<file path="config.mk">
export PLATFORM = sky130hd
export DESIGN_NAME = mac_layer_sequencer
export DESIGN_NICKNAME = d
export VERILOG_FILES = /design/src/rtl/mlp_pkg.sv /design/src/rtl/seq_index_counter.sv /design/src/rtl/mac_layer_sequencer.sv
export SDC_FILE = /design/constraint.sdc
export NUM_CORES = 1
export LEC_CHECK = 0
export ABC_AREA = 1
export BUFFER_PORTS_ARGS = -buffer_cell sky130_fd_sc_hd__buf_4
export CAP_MARGIN = 0
export CORE_MARGIN = 4
export CORE_UTILIZATION = 43
export CTS_CLUSTER_DIAMETER = 120
export DETAILED_ROUTE_END_ITERATION = 6
export GPL_ROUTABILITY_DRIVEN = 0
export PLACE_DENSITY = 0.8
export REMOVE_ABC_BUFFERS = 1
export SLEW_MARGIN = 20
export SYNTH_ARGS = -nofsm -noshare
export SYNTH_HDL_FRONTEND = slang
export SYNTH_SLANG_ARGS = --single-unit
</file>
<file path="constraint.sdc">
create_clock -name clk -period 1.4 [get_ports clk]
set_input_delay 0.28 -clock clk [delete_from_list [all_inputs] [get_ports clk]]
set_output_delay 0.28 -clock clk [all_outputs]
set_load 0.02 [all_outputs]
</file>
<file path="src/rtl/mlp_pkg.sv">
// Shared widths and FSM state encoding for the MLP layer datapath.
package mlp_pkg;

  localparam int ACT_W = 16;
  localparam int W_W   = 8;
  localparam int B_W   = 8;
  localparam int ACC_W = 16;

  typedef enum logic [1:0] {
    ST_IDLE  = 2'd0,
    ST_RUN   = 2'd1,
    ST_DRAIN = 2'd2
  } seq_state_e;

endpackage

</file>
<file path="src/rtl/seq_index_counter.sv">
// Nested neuron/input index counter: i runs fastest, j steps when i wraps.
// w_idx tracks j*N_IN+i incrementally so no multiplier is needed.
module seq_index_counter #(
  parameter int N_IN  = 16,
  parameter int N_OUT = 8,
  parameter int AW    = 4,
  parameter int WAW   = 7
) (
  input  logic           clk,
  input  logic           reset,
  input  logic           clear,
  input  logic           advance,
  output logic [AW-1:0]  i_idx,
  output logic [AW-1:0]  j_idx,
  output logic [WAW-1:0] w_idx,
  output logic           first,
  output logic           last_i,
  output logic           last
);

  localparam logic [AW-1:0] I_MAX = AW'(N_IN - 1);
  localparam logic [AW-1:0] J_MAX = AW'(N_OUT - 1);

  assign first  = (i_idx == '0);
  assign last_i = (i_idx == I_MAX);
  assign last   = last_i && (j_idx == J_MAX);

  // NOTE: sequential state uses non-blocking assignments so every register
  // samples pre-edge values, independent of statement order.
  always_ff @(posedge clk) begin
    if (reset || clear) begin
      i_idx <= '0;
      j_idx <= '0;
      w_idx <= '0;
    end else if (advance) begin
      if (last_i) begin
        i_idx <= '0;
        j_idx <= last ? '0 : j_idx + AW'(1);
      end else begin
        i_idx <= i_idx + AW'(1);
      end
      w_idx <= last ? '0 : w_idx + WAW'(1);
    end
  end

endmodule

</file>
<file path="src/rtl/mac_layer_sequencer.sv">
// Streams one fully-connected layer through a single external MAC: address
// issue, one-cycle RAM latency stage, then result write-back of the MAC output.
module mac_layer_sequencer
  import mlp_pkg::*;
#(
  parameter int N_IN  = 16,
  parameter int N_OUT = 8,
  parameter int AW    = 4,
  parameter int WAW   = 7
) (
  input  logic             clk,
  input  logic             reset,
  input  logic             start,
  output logic             busy,
  output logic             done,
  output logic [AW-1:0]    act_addr,
  input  logic [ACT_W-1:0] act_rdata,
  output logic [WAW-1:0]   w_addr,
  input  logic [W_W-1:0]   w_rdata,
  output logic [AW-1:0]    b_addr,
  input  logic [B_W-1:0]   b_rdata,
  output logic             mac_clr,
  output logic [ACT_W-1:0] mac_op1,
  output logic [W_W-1:0]   mac_op2,
  output logic [B_W-1:0]   mac_bias,
  input  logic [ACC_W-1:0] mac_out,
  output logic             res_we,
  output logic [AW-1:0]    res_addr,
  output logic [ACC_W-1:0] res_data
);

  seq_state_e state, state_next;

  logic           run, idle;
  logic [AW-1:0]  i_idx, j_idx;
  logic [WAW-1:0] w_idx;
  logic           cnt_first, cnt_last_i, cnt_last;

  // Stage 1: operands returning from the RAMs; stage 2: write-back.
  logic           s1_valid, s1_first, s1_last_i, s1_final;
  logic [AW-1:0]  s1_j;
  logic           s2_we, s2_final;
  logic [AW-1:0]  s2_j;
  logic [B_W-1:0] bias_q;

  // NOTE: reset here is synchronous, so it only appears inside the clocked
  // branch and never in the sensitivity list.
  always_ff @(posedge clk) begin
    if (reset) state <= ST_IDLE;
    else       state <= state_next;
  end

  // NOTE: every always_comb output gets a default first so no path leaves a
  // signal unassigned and infers a latch.
  always_comb begin
    state_next = state;
    idle       = 1'b0;
    run        = 1'b0;
    busy       = 1'b0;
    case (state)
      ST_IDLE: begin
        idle = 1'b1;
        if (start) state_next = ST_RUN;
      end
      ST_RUN: begin
        run  = 1'b1;
        busy = 1'b1;
        if (cnt_last) state_next = ST_DRAIN;
      end
      ST_DRAIN: begin
        busy = 1'b1;
        if (s2_final) state_next = ST_IDLE;
      end
      default: state_next = ST_IDLE;
    endcase
  end

  seq_index_counter #(
    .N_IN (N_IN),
    .N_OUT(N_OUT),
    .AW   (AW),
    .WAW  (WAW)
  ) u_index (
    .clk    (clk),
    .reset  (reset),
    .clear  (idle),
    .advance(run),
    .i_idx  (i_idx),
    .j_idx  (j_idx),
    .w_idx  (w_idx),
    .first  (cnt_first),
    .last_i (cnt_last_i),
    .last   (cnt_last)
  );

  assign act_addr = i_idx;
  assign w_addr   = w_idx;
  assign b_addr   = j_idx;

  always_ff @(posedge clk) begin
    if (reset) begin
      s1_valid  <= 1'b0;
      s1_first  <= 1'b0;
      s1_last_i <= 1'b0;
      s1_final  <= 1'b0;
      s1_j      <= '0;
      s2_we     <= 1'b0;
      s2_final  <= 1'b0;
      s2_j      <= '0;
      bias_q    <= '0;
      done      <= 1'b0;
    end else begin
      s1_valid  <= run;
      s1_first  <= run && cnt_first;
      s1_last_i <= run && cnt_last_i;
      s1_final  <= run && cnt_last;
      s1_j      <= j_idx;
      s2_we     <= s1_valid && s1_last_i;
      s2_final  <= s1_valid && s1_final;
      s2_j      <= s1_j;
      if (s1_valid && s1_first) bias_q <= b_rdata;
      done      <= (state == ST_DRAIN) && s2_final;
    end
  end

  // Idle operands are zero with clr low, so the MAC sum simply holds.
  always_comb begin
    mac_clr  = s1_valid && s1_first;
    mac_op1  = s1_valid ? act_rdata : '0;
    mac_op2  = s1_valid ? w_rdata   : '0;
    // The first pair must use the fresh bias so single-input neurons are right.
    mac_bias = mac_clr ? b_rdata : bias_q;
  end

  assign res_we   = s2_we;
  assign res_addr = s2_j;
  assign res_data = mac_out;

endmodule

</file>
# Yosys cells after proc, flatten, opt, wreduce, memory -nomap -nowiden
# Cells that the tools add are included.
[totals] word_cells=51 mem_bits_ro=0 regBits=40 latch_bits=0 input_bits=51 mem_count=0 mem_bits_rw=0
[op_classes] mux=13 n_bitwise=0 n_addsub=3 shifts=0 n_eq_ne=7 n_lt_le_gt_ge=0 n_reduce_logical=14 div_mod_pow=0 multipliers=0
[ops] op="16-bit two-way mux" count=1
[ops] op="8-bit two-way mux" count=2
[ops] op="4-bit by 1-bit adder with 4-bit output (second input constant)" count=2
[ops] op="1-bit logical AND" count=8
[ops] op="4-bit two-way mux" count=2
[ops] op="7-bit by 1-bit adder with 7-bit output (second input constant)" count=1
[ops] op="7-bit two-way mux" count=1
[ops] op="2-bit two-way mux" count=3
[ops] op="2-bit != test (second input constant)" count=3
[ops] op="2-bit case mux with 3 select lines" count=1
[ops] op="4-bit by 3-bit equality test with 1-bit output (second input constant)" count=1
[ops] op="4-bit equality test (second input constant)" count=1
[ops] op="4-bit zero test" count=1
[ops] op="1-bit two-way mux" count=3
[ops] op="3-bit AND reduction" count=1
[ops] op="2-bit by 1-bit equality test with 1-bit output (second input constant)" count=1
[ops] op="2-bit equality test (second input constant)" count=1
[ops] op="2-bit zero test" count=1
[ops] op="2-bit AND reduction" count=1
[ops] op="2-bit OR reduction" count=1
[ops] op="1-bit logical OR" count=1

# Logic depth before layout (Yosys ltp)
# Gate-level depths: netlist of run 1.
[depth] ltp_word=4 ltp_mapped=8

# Cells and area by module
# Synthesis of run 1 repeated with hierarchy kept, for this count alone.
[unflattened] hier_cells=285 hier_area_um2=2039.5
[modules_own_cells] module="mac_layer_sequencer" cells_per_inst=177 area_per_inst_um2=1253.7 n_inst=1
[modules_own_cells] module="seq_index_counter" cells_per_inst=108 area_per_inst_um2=785.8 n_inst=1

# Worst setup path after synthesis of run 1
# Ideal clock, no wire load.
[synth_timing] path_kind="reg-to-reg" startpoint="register u_index.i_idx[0]" endpoint="register u_index.w_idx[5]" synth_period_minus_slack_ns=1.343 t_required_ns=1.283 arrival_ns=1.226 stages_incl_launch_ff=7 path_buffers=0 path_slack_ns=0.057 cell_sequence="dfxtp_1 > ha_1 > nand3_4 > nor2_8 > inv_4 > o21ai_4 > nor2_1"
[synth_between] elab_chain_cells=3
[synth_lines] element="from (decl)" line="seq_index_counter.sv:13" text="output logic [AW-1:0] i_idx,"
[synth_lines] element="from (signal assigned)" line="seq_index_counter.sv:40" text="i_idx <= i_idx + AW'(1);"
[synth_lines] element="4-bit equality test" line="seq_index_counter.sv:25" text="assign last_i = (i_idx == I_MAX);"
[synth_lines] element="1-bit logical AND" line="seq_index_counter.sv:26" text="assign last = last_i && (j_idx == J_MAX);"
[synth_lines] element="7-bit two-way mux" line="seq_index_counter.sv:42" text="w_idx <= last ? '0 : w_idx + WAW'(1);"
[synth_lines] element="to (signal assigned)" line="seq_index_counter.sv:42"
[synth_lines] element="to (decl)" line="seq_index_counter.sv:15" text="output logic [WAW-1:0] w_idx,"
# No other way between the ends.
# A chain may end at the register's enable or synchronous reset.

# Worst setup path in the final report of run 1
[layout_timing] startpoint="register s1_valid" endpoint="output port mac_bias[1]"
[layout_between] elab_chain_cells=2
[layout_lines] element="from (decl)" line="mac_layer_sequencer.sv:40" text="logic s1_valid, s1_first, s1_last_i, s1_final;"
[layout_lines] element="from (signal assigned)" line="mac_layer_sequencer.sv:113" text="s1_valid <= run;"
[layout_lines] element="1-bit logical AND" line="mac_layer_sequencer.sv:128" text="mac_clr = s1_valid && s1_first;"
[layout_lines] element="8-bit two-way mux"
[layout_lines] element="to (decl)" line="mac_layer_sequencer.sv:25" text="output logic [B_W-1:0] mac_bias,"
# No other way between the ends.

==> results by group, run 1 <==
Synthesis
  • Ys Warns: 0
  • Asr flop ratio synth: 0%
  • #FFs+latches synth: 40
  • Mapped cell area: 0.00203 sq mm
  • Syn avg cell area: 7.54 sq um
  • Post-synth top area share: 39.4%
  • Post-synth EDFFs: 0
  • Seq/Total Area, Yosys: 39.4%
  • Most frequent cell after synthesis: inv_1
  • Post-synth top flop: dfxtp_1
  • Post-synth top area cell: dfxtp_1
  • Commonest cells post-synth: inv_1, nand2_1, dfxtp_1, nor2_1, buf_4
  • Distinct cells, synth: 28
  • Main area contributors after synthesis: dfxtp_1, inv_1, nand2_1
  • Syn Inst Count: 270

Critical path
  • Crit Path Category: register to output port
  • Startpoint types: register
  • Largest stage delay, worst path: 0.37 ns
  • Crit-path max FO: 9
  • CP required: 1.12 ns
  • Critical-path top delay cell: dfxtp_4
  • CP Data Arrival Time: 1.30 ns
  • Crit end category: output port
  • Reg2Reg Depth: 6
  • CP Cell Sequence: nand2_8 -> inv_6 -> or2_1 -> o21ai_2 -> inv_1 -> buf_6

Placement
  • Placed instance count: 395
  • HPWL Detailed: 3860 um
  • Pre-CTS WS: 0.0138 ns
  • PortBufs: 89

Global route
  • First-pass GRT wire length: 8190 um
  • Initial antenna violation count: 0
  • Tot GR Track Use: 17.1%
  • Grt ovf: 0
  • Largest net degree at the start of global routing: 27
  • Vias in the first global route: 1817

Floorplanning
  • Core Footprint: 0.00447 sq mm
  • Die Y: 76.8 um
  • Cell row count: 24
  • DIE AREA: 0.00590 sq mm
  • Chip Width: 76.8 um
  • Io pins: 122
  • Initial core utilization: 45.5%

Routing
  • Via count: 1959
  • Pre-antenna DRT Iters: 4
  • Post-route antenna net violation count: 0
  • WL/cell: 13.3 um
  • Vias per cell: 4.62
  • DRC Markers: 0
  • Total wire length: 5640 um
  • DR iter-0 viols: 61

Cells and area
  • Finished Core Util: 68.8%
  • Final Non-Filler Cells: 424
  • Layout cells sized above 1: 45.7%
  • Layout area overhead: 51.4%
  • Final nets: 429
  • Inserted Diodes: 0

Timing
  • Worst Tran Pin Value: 0.245 ns
  • PnR worst setup slack: -0.179 ns
  • Clk_skew: 0.00727 ns
  • Final Hold Viols: 0
  • Fin crit share: 113%
  • RSZ-0062 raised after global routing: true
  • Max transition margin: 83.6%
  • Fmax: 633 MHz
  • Max-slew violations: 0
  • Setup Viol. Count Final: 32
  • Final critical-path required period: 1.58 ns
  • Setup TNS: -2.68 ns

Clock tree
  • CTS tree: yes
  • Worst-path clk slew: 0.08 ns
  • CTS Root Buffer Type: clkbuf_8
  • Clk buf depth: 2
  • Clock Latency Late Sink: 0.29 ns
  • CTS Buf Count: 5
  • CTS Sinks: 40
  • H-tree Lvls: 2

Hold path
  • Hold depth: 2
  • Hold Crit Class: input pin to register

Power
  • P per Cell Area: 1240 mW/mm^2
  • Leak Pwr: 1.64 nW
  • Overall power: 3.83 mW
  • Worst VDD drop: 1100 uV

Flow run
  • Max-cap violations: 0

Status
  • Status: complete, but fails checks
  • Failing checks: negative setup slack
[through the flow]
| stage | instance area [sq um] | hold WS (ns) |
|---|---|---|
| 4_1_cts | 2880 | 0.259 |
| 5_1_grt | 3080 | 0.276 |
| 3_3_place_gp | 2650 | 0.390 |
| 6_report | 3080 | 0.280 |
| 2_1_floorplan | 1860 | 0.351 |
| 3_5_place_dp | 2650 | 0.396 |
[report_power, final]
| part | internal [mW] | switching, mW | leakage (nW) |
|---|---|---|---|
| clock network | 0.400 | 0.393 | 0.0445 |
| registers | 1.22 | 0.0589 | 0.325 |
| logic | 0.831 | 0.928 | 1.27 |
[layer usage]
metal | routed length, um | track usage (%)
met2 | 2730 | 28.6
met5 | 0 | 0
met3 | 646 | 10.1
met4 | 59 | 5.43
met1 | 2210 | 17.9
[registers in the layout (all words and copies together) (netlist names), 2 cells and up]
register,flops
res_addr,4
s1_j,4
u_index.w_idx,7
state,2
u_index.i_idx,4
u_index.j_idx,4
bias_q,8
[cells in the final DEF (no fill, tap or decap), drive strengths merged]
cell	synthesis	routed
a21oi	12	12
buf	23	116
clkbuf	0	8
clkinvlp	0	1
dfxtp	40	40
ha	7	7
inv	59	59
nand2	50	50
nand3	8	8
nor2	38	38
nor3	4	4
o21ai	16	16
o21bai	1	1
or2	8	8
xor2	4	4
[worst paths after layout]
path               startpoint     endpoint  slack [ns]
max                  s1_valid  mac_bias[1]       -0.18
min                     reset     s2_final        0.28
max reg2reg  u_index.j_idx[0]     state[0]        0.08
min reg2reg           s1_j[3]  res_addr[3]        0.40
[cells by family after synthesis]
logic type      count (synthesis)  synth area share [%]
fa+ha+maj                       7                  4.30
flops                          40                  39.4
compound gates                 29                  9.47
xor+xnor                        4                  1.72
simple gates                  108                  25.4
buf+inv                        82                  19.7
[critical path, delay by kind of cell, from the launching register on]
family / cells / cell delay (ns)
buffers and inverters: 3 / 0.25
AOI/OAI and AO/OA: 1 / 0.07
and+or+nand+nor: 2 / 0.30
DFF: 1 / 0.37
[cell type report]
class	instances	area, sq um
clock buffers	7	86.3
clock inverters	1	7.51
fillers	333	1400
inverters	59	234
multi-input cells	148	890
flip-flops and latches	40	810
well taps	52	65.1
repair buffers	117	987
[what timing repair did]
item,4_1_cts,5_1_grt
endpoints found under the hold margin,0,0
hold buffers,0,0
buffers inserted,10,9
pin swaps,5,7
gates resized for setup,17,35
gates cloned,0,2
endpoints found under the setup margin,33,41
(Power assumes the default switching activity.)
==> inputs of run 2 (changes only) <==
--- a/config.mk
+++ b/config.mk
@@ -8,13 +8,16 @@
 export ABC_AREA = 1
 export BUFFER_PORTS_ARGS = -buffer_cell sky130_fd_sc_hd__buf_4
 export CAP_MARGIN = 0
+export CELL_PAD_IN_SITES_DETAIL_PLACEMENT = 0
+export CELL_PAD_IN_SITES_GLOBAL_PLACEMENT = 1
 export CORE_MARGIN = 4
-export CORE_UTILIZATION = 43
+export CORE_UTILIZATION = 29
 export CTS_CLUSTER_DIAMETER = 120
 export DETAILED_ROUTE_END_ITERATION = 6
 export GPL_ROUTABILITY_DRIVEN = 0
-export PLACE_DENSITY = 0.8
+export PLACE_DENSITY_LB_ADDON = 0.1
 export REMOVE_ABC_BUFFERS = 1
+export SETUP_SLACK_MARGIN = 0.2
 export SLEW_MARGIN = 20
 export SYNTH_ARGS = -nofsm -noshare
 export SYNTH_HDL_FRONTEND = slang
==> run 2 against run 1 <==
The flow still finishes with violations (negative setup slack). Critical endpoint is now mac_bias[0]. Sequential power is essentially flat. Worst hold slack worse by 0.060 ns. Cell count is 17% higher.
==> results by group, run 2 (synthesis gave the netlist of run 1 again) <==
Clock tree
  • CTS Sinks: 40
  • CTS Buf Count: 5
  • H-tree Lvls: 2
  • Clk buf depth: 2
  • Worst-path clk slew: 0.08 ns
  • Hold-fix buffers, CTS: 0
  • Clock Latency Late Sink: 0.29 ns
  • CTS tree: yes
  • CTS Root Buffer Type: clkbuf_8

Flow run
  • Max-cap violations: 0

Global route
  • Initial antenna violation count: 0
  • Vias in the first global route: 1929
  • Largest net degree at the start of global routing: 16
  • First-pass GRT wire length: 9380 um
  • Grt ovf: 0
  • Tot GR Track Use: 13.9%

Power
  • Worst VDD drop: 645 uV
  • Switching Power: 1.76 mW
  • Overall power: 4.82 mW
  • Internal power: 3.06 mW
  • Clock share of power: 19.7%
  • Leak Pwr: 2.08 nW
  • Switching Share: 36.5%
  • Comb pwr share: 53.2%
  • Flop pwr share: 27.0%
  • P per Cell Area: 1190 mW/mm^2

Floorplanning
  • Cell row count: 30
  • DIE AREA: 0.00842 sq mm
  • Chip Width: 91.8 um
  • Io pins: 122
  • Die Y: 91.8 um
  • Initial core utilization: 29.9%
  • Core Footprint: 0.00679 sq mm

Cells and area
  • Largest regs: bias_q: 8 flops, u_index.w_idx: 7 flops
  • Layout area overhead: 98.8%
  • Largest reg by FF count: bias_q
  • Commonest non-fill, non-tap cell in the layout: buf_6
  • Inserted Diodes: 0
  • Fill cell count: 576
  • Layout cells sized above 1: 68.8%
  • Design area: 0.00405 sq mm
  • Max FFs per register: 8
  • Finished Core Util: 59.5%
  • Most frequent cells in the layout: buf_6, buf_4, inv_2, nor2_1
  • Final nets: 458

Status
  • Failing checks: negative setup slack
  • Status: complete, but fails checks

Timing
  • PnR worst setup slack: -0.257 ns
  • Final Hold Viols: 0
  • RSZ-0062 raised after global routing: true
  • Worst Tran Pin Value: 0.261 ns
  • Clk_skew: 0.00731 ns
  • Hold Slack: 0.220 ns
  • Setup Viol. Count Final: 33
  • Fmax: 604 MHz
  • Max-slew violations: 0
  • Fin crit share: 118%
  • Max transition margin: 82.6%
  • Final critical-path required period: 1.66 ns

Hold path
  • HP Start: b_rdata[3]
  • Hold Crit Class: input pin to register
  • Hold depth: 3
  • Worst hold path endpoint: bias_q[3]

Placement
  • PortBufs: 89
  • Pre-CTS WS: 0.0328 ns
  • Placed inst area: 0.00274 sq mm
  • HPWL Detailed: 3910 um

Critical path
  • CP Data Arrival Time: 1.38 ns
  • WP buf/inv: 3
  • Crit end category: output port
  • Startpoint types: register
  • Critical-path top delay cell: dfxtp_4
  • CP Launch Point: s1_first
  • CP Cell Sequence: nand2_8 -> inv_8 -> or2_0 -> o21ai_1 -> inv_1 -> buf_6
  • R2r setup slk: -0.07 ns
  • Crit-path leading delay family: flip-flops
  • Crit Path Category: register to output port
  • Reg2Reg Depth: 10
  • CP required: 1.12 ns
  • FF-to-FF End: bias_q[0]
  • Crit-path max FO: 9
  • Largest stage delay, worst path: 0.36 ns
  • Reg-to-Reg Start: s1_first

Routing
  • Via count: 2020
  • Total wire length: 6420 um
  • DR iter-0 viols: 37
  • DR WL met3: 461 um
  • WL/cell: 12.9 um
  • Pre-antenna DRT Iters: 4
  • Post-route antenna net violation count: 0
  • DRC Markers: 0
  • Vias per cell: 4.06
  • Uppermost layer routed: met4
  • Metal-1 WL: 2690 um
  • WL met2: 3250 um
run 2: power by group through the flow:
stage	clock network, mW	logic, mW	registers (mW)
global placement	0	1.42	1.28
CTS	0.975	2.08	1.31
global route	1.03	2.75	1.31
floorplan	0	0.777	1.34
detailed placement	0	1.41	1.28
finish	0.950	2.57	1.30
run 2: worst max path at each step:
stage / cells past startpoint / slack [ns] / endpoint
CTS: 6 / -0.18 / mac_bias[0]
finish: 6 / -0.26 / mac_bias[0]
detailed placement: 8 / 0.03 / u_index.w_idx[6]
global route: 6 / -0.31 / mac_bias[0]
floorplan: 5 / -0.25 / mac_bias[0]
global placement: 8 / 0.06 / u_index.w_idx[6]
run 2: stage by stage:
step,setup TNS (ns),cells
2_1_floorplan,-1.98,247
3_3_place_gp,0,442
3_5_place_dp,0,442
4_1_cts,-2.43,485
5_1_grt,-6.48,497
6_report,-4.66,497
run 2: layer usage:
| metal | track usage [%] | vias up |
|---|---|---|
| li1 | - | 1046 |
| met1 | 16.7 | 899 |
| met2 | 23.1 | 73 |
| met3 | 6.07 | 2 |
| met4 | 3.09 | 0 |
| met5 | 0 | - |
run 2: what timing repair did:
item,4_1_cts,5_1_grt
gates cloned,2,1
setup buffers,33,11
gates resized for setup,115,123
pin swaps,13,27
endpoints found under the setup margin,54,62
run 2: area by class of cell:
type	instances	area, sq um	share of cell area (%)
Timing Repair Buffer	146	1460	36.1
Multi-Input combinational cell	148	1270	31.4
Sequential cell	40	833	20.6
Inverter	59	249	6.16
Tap cell	96	120	2.97
Clock buffer	5	68.8	1.70
Clock inverter	3	42.5	1.05
run 2: worst reg2reg max path: stages, from the launching register on:
cell     delay [ns]
dfxtp_4        0.36
nand2_8        0.10
inv_8          0.05
or2_0          0.22
o21ai_1        0.12
buf_4          0.14
buf_6          0.08
buf_6          0.08
buf_6          0.08
buf_6          0.09
nor2_4         0.02
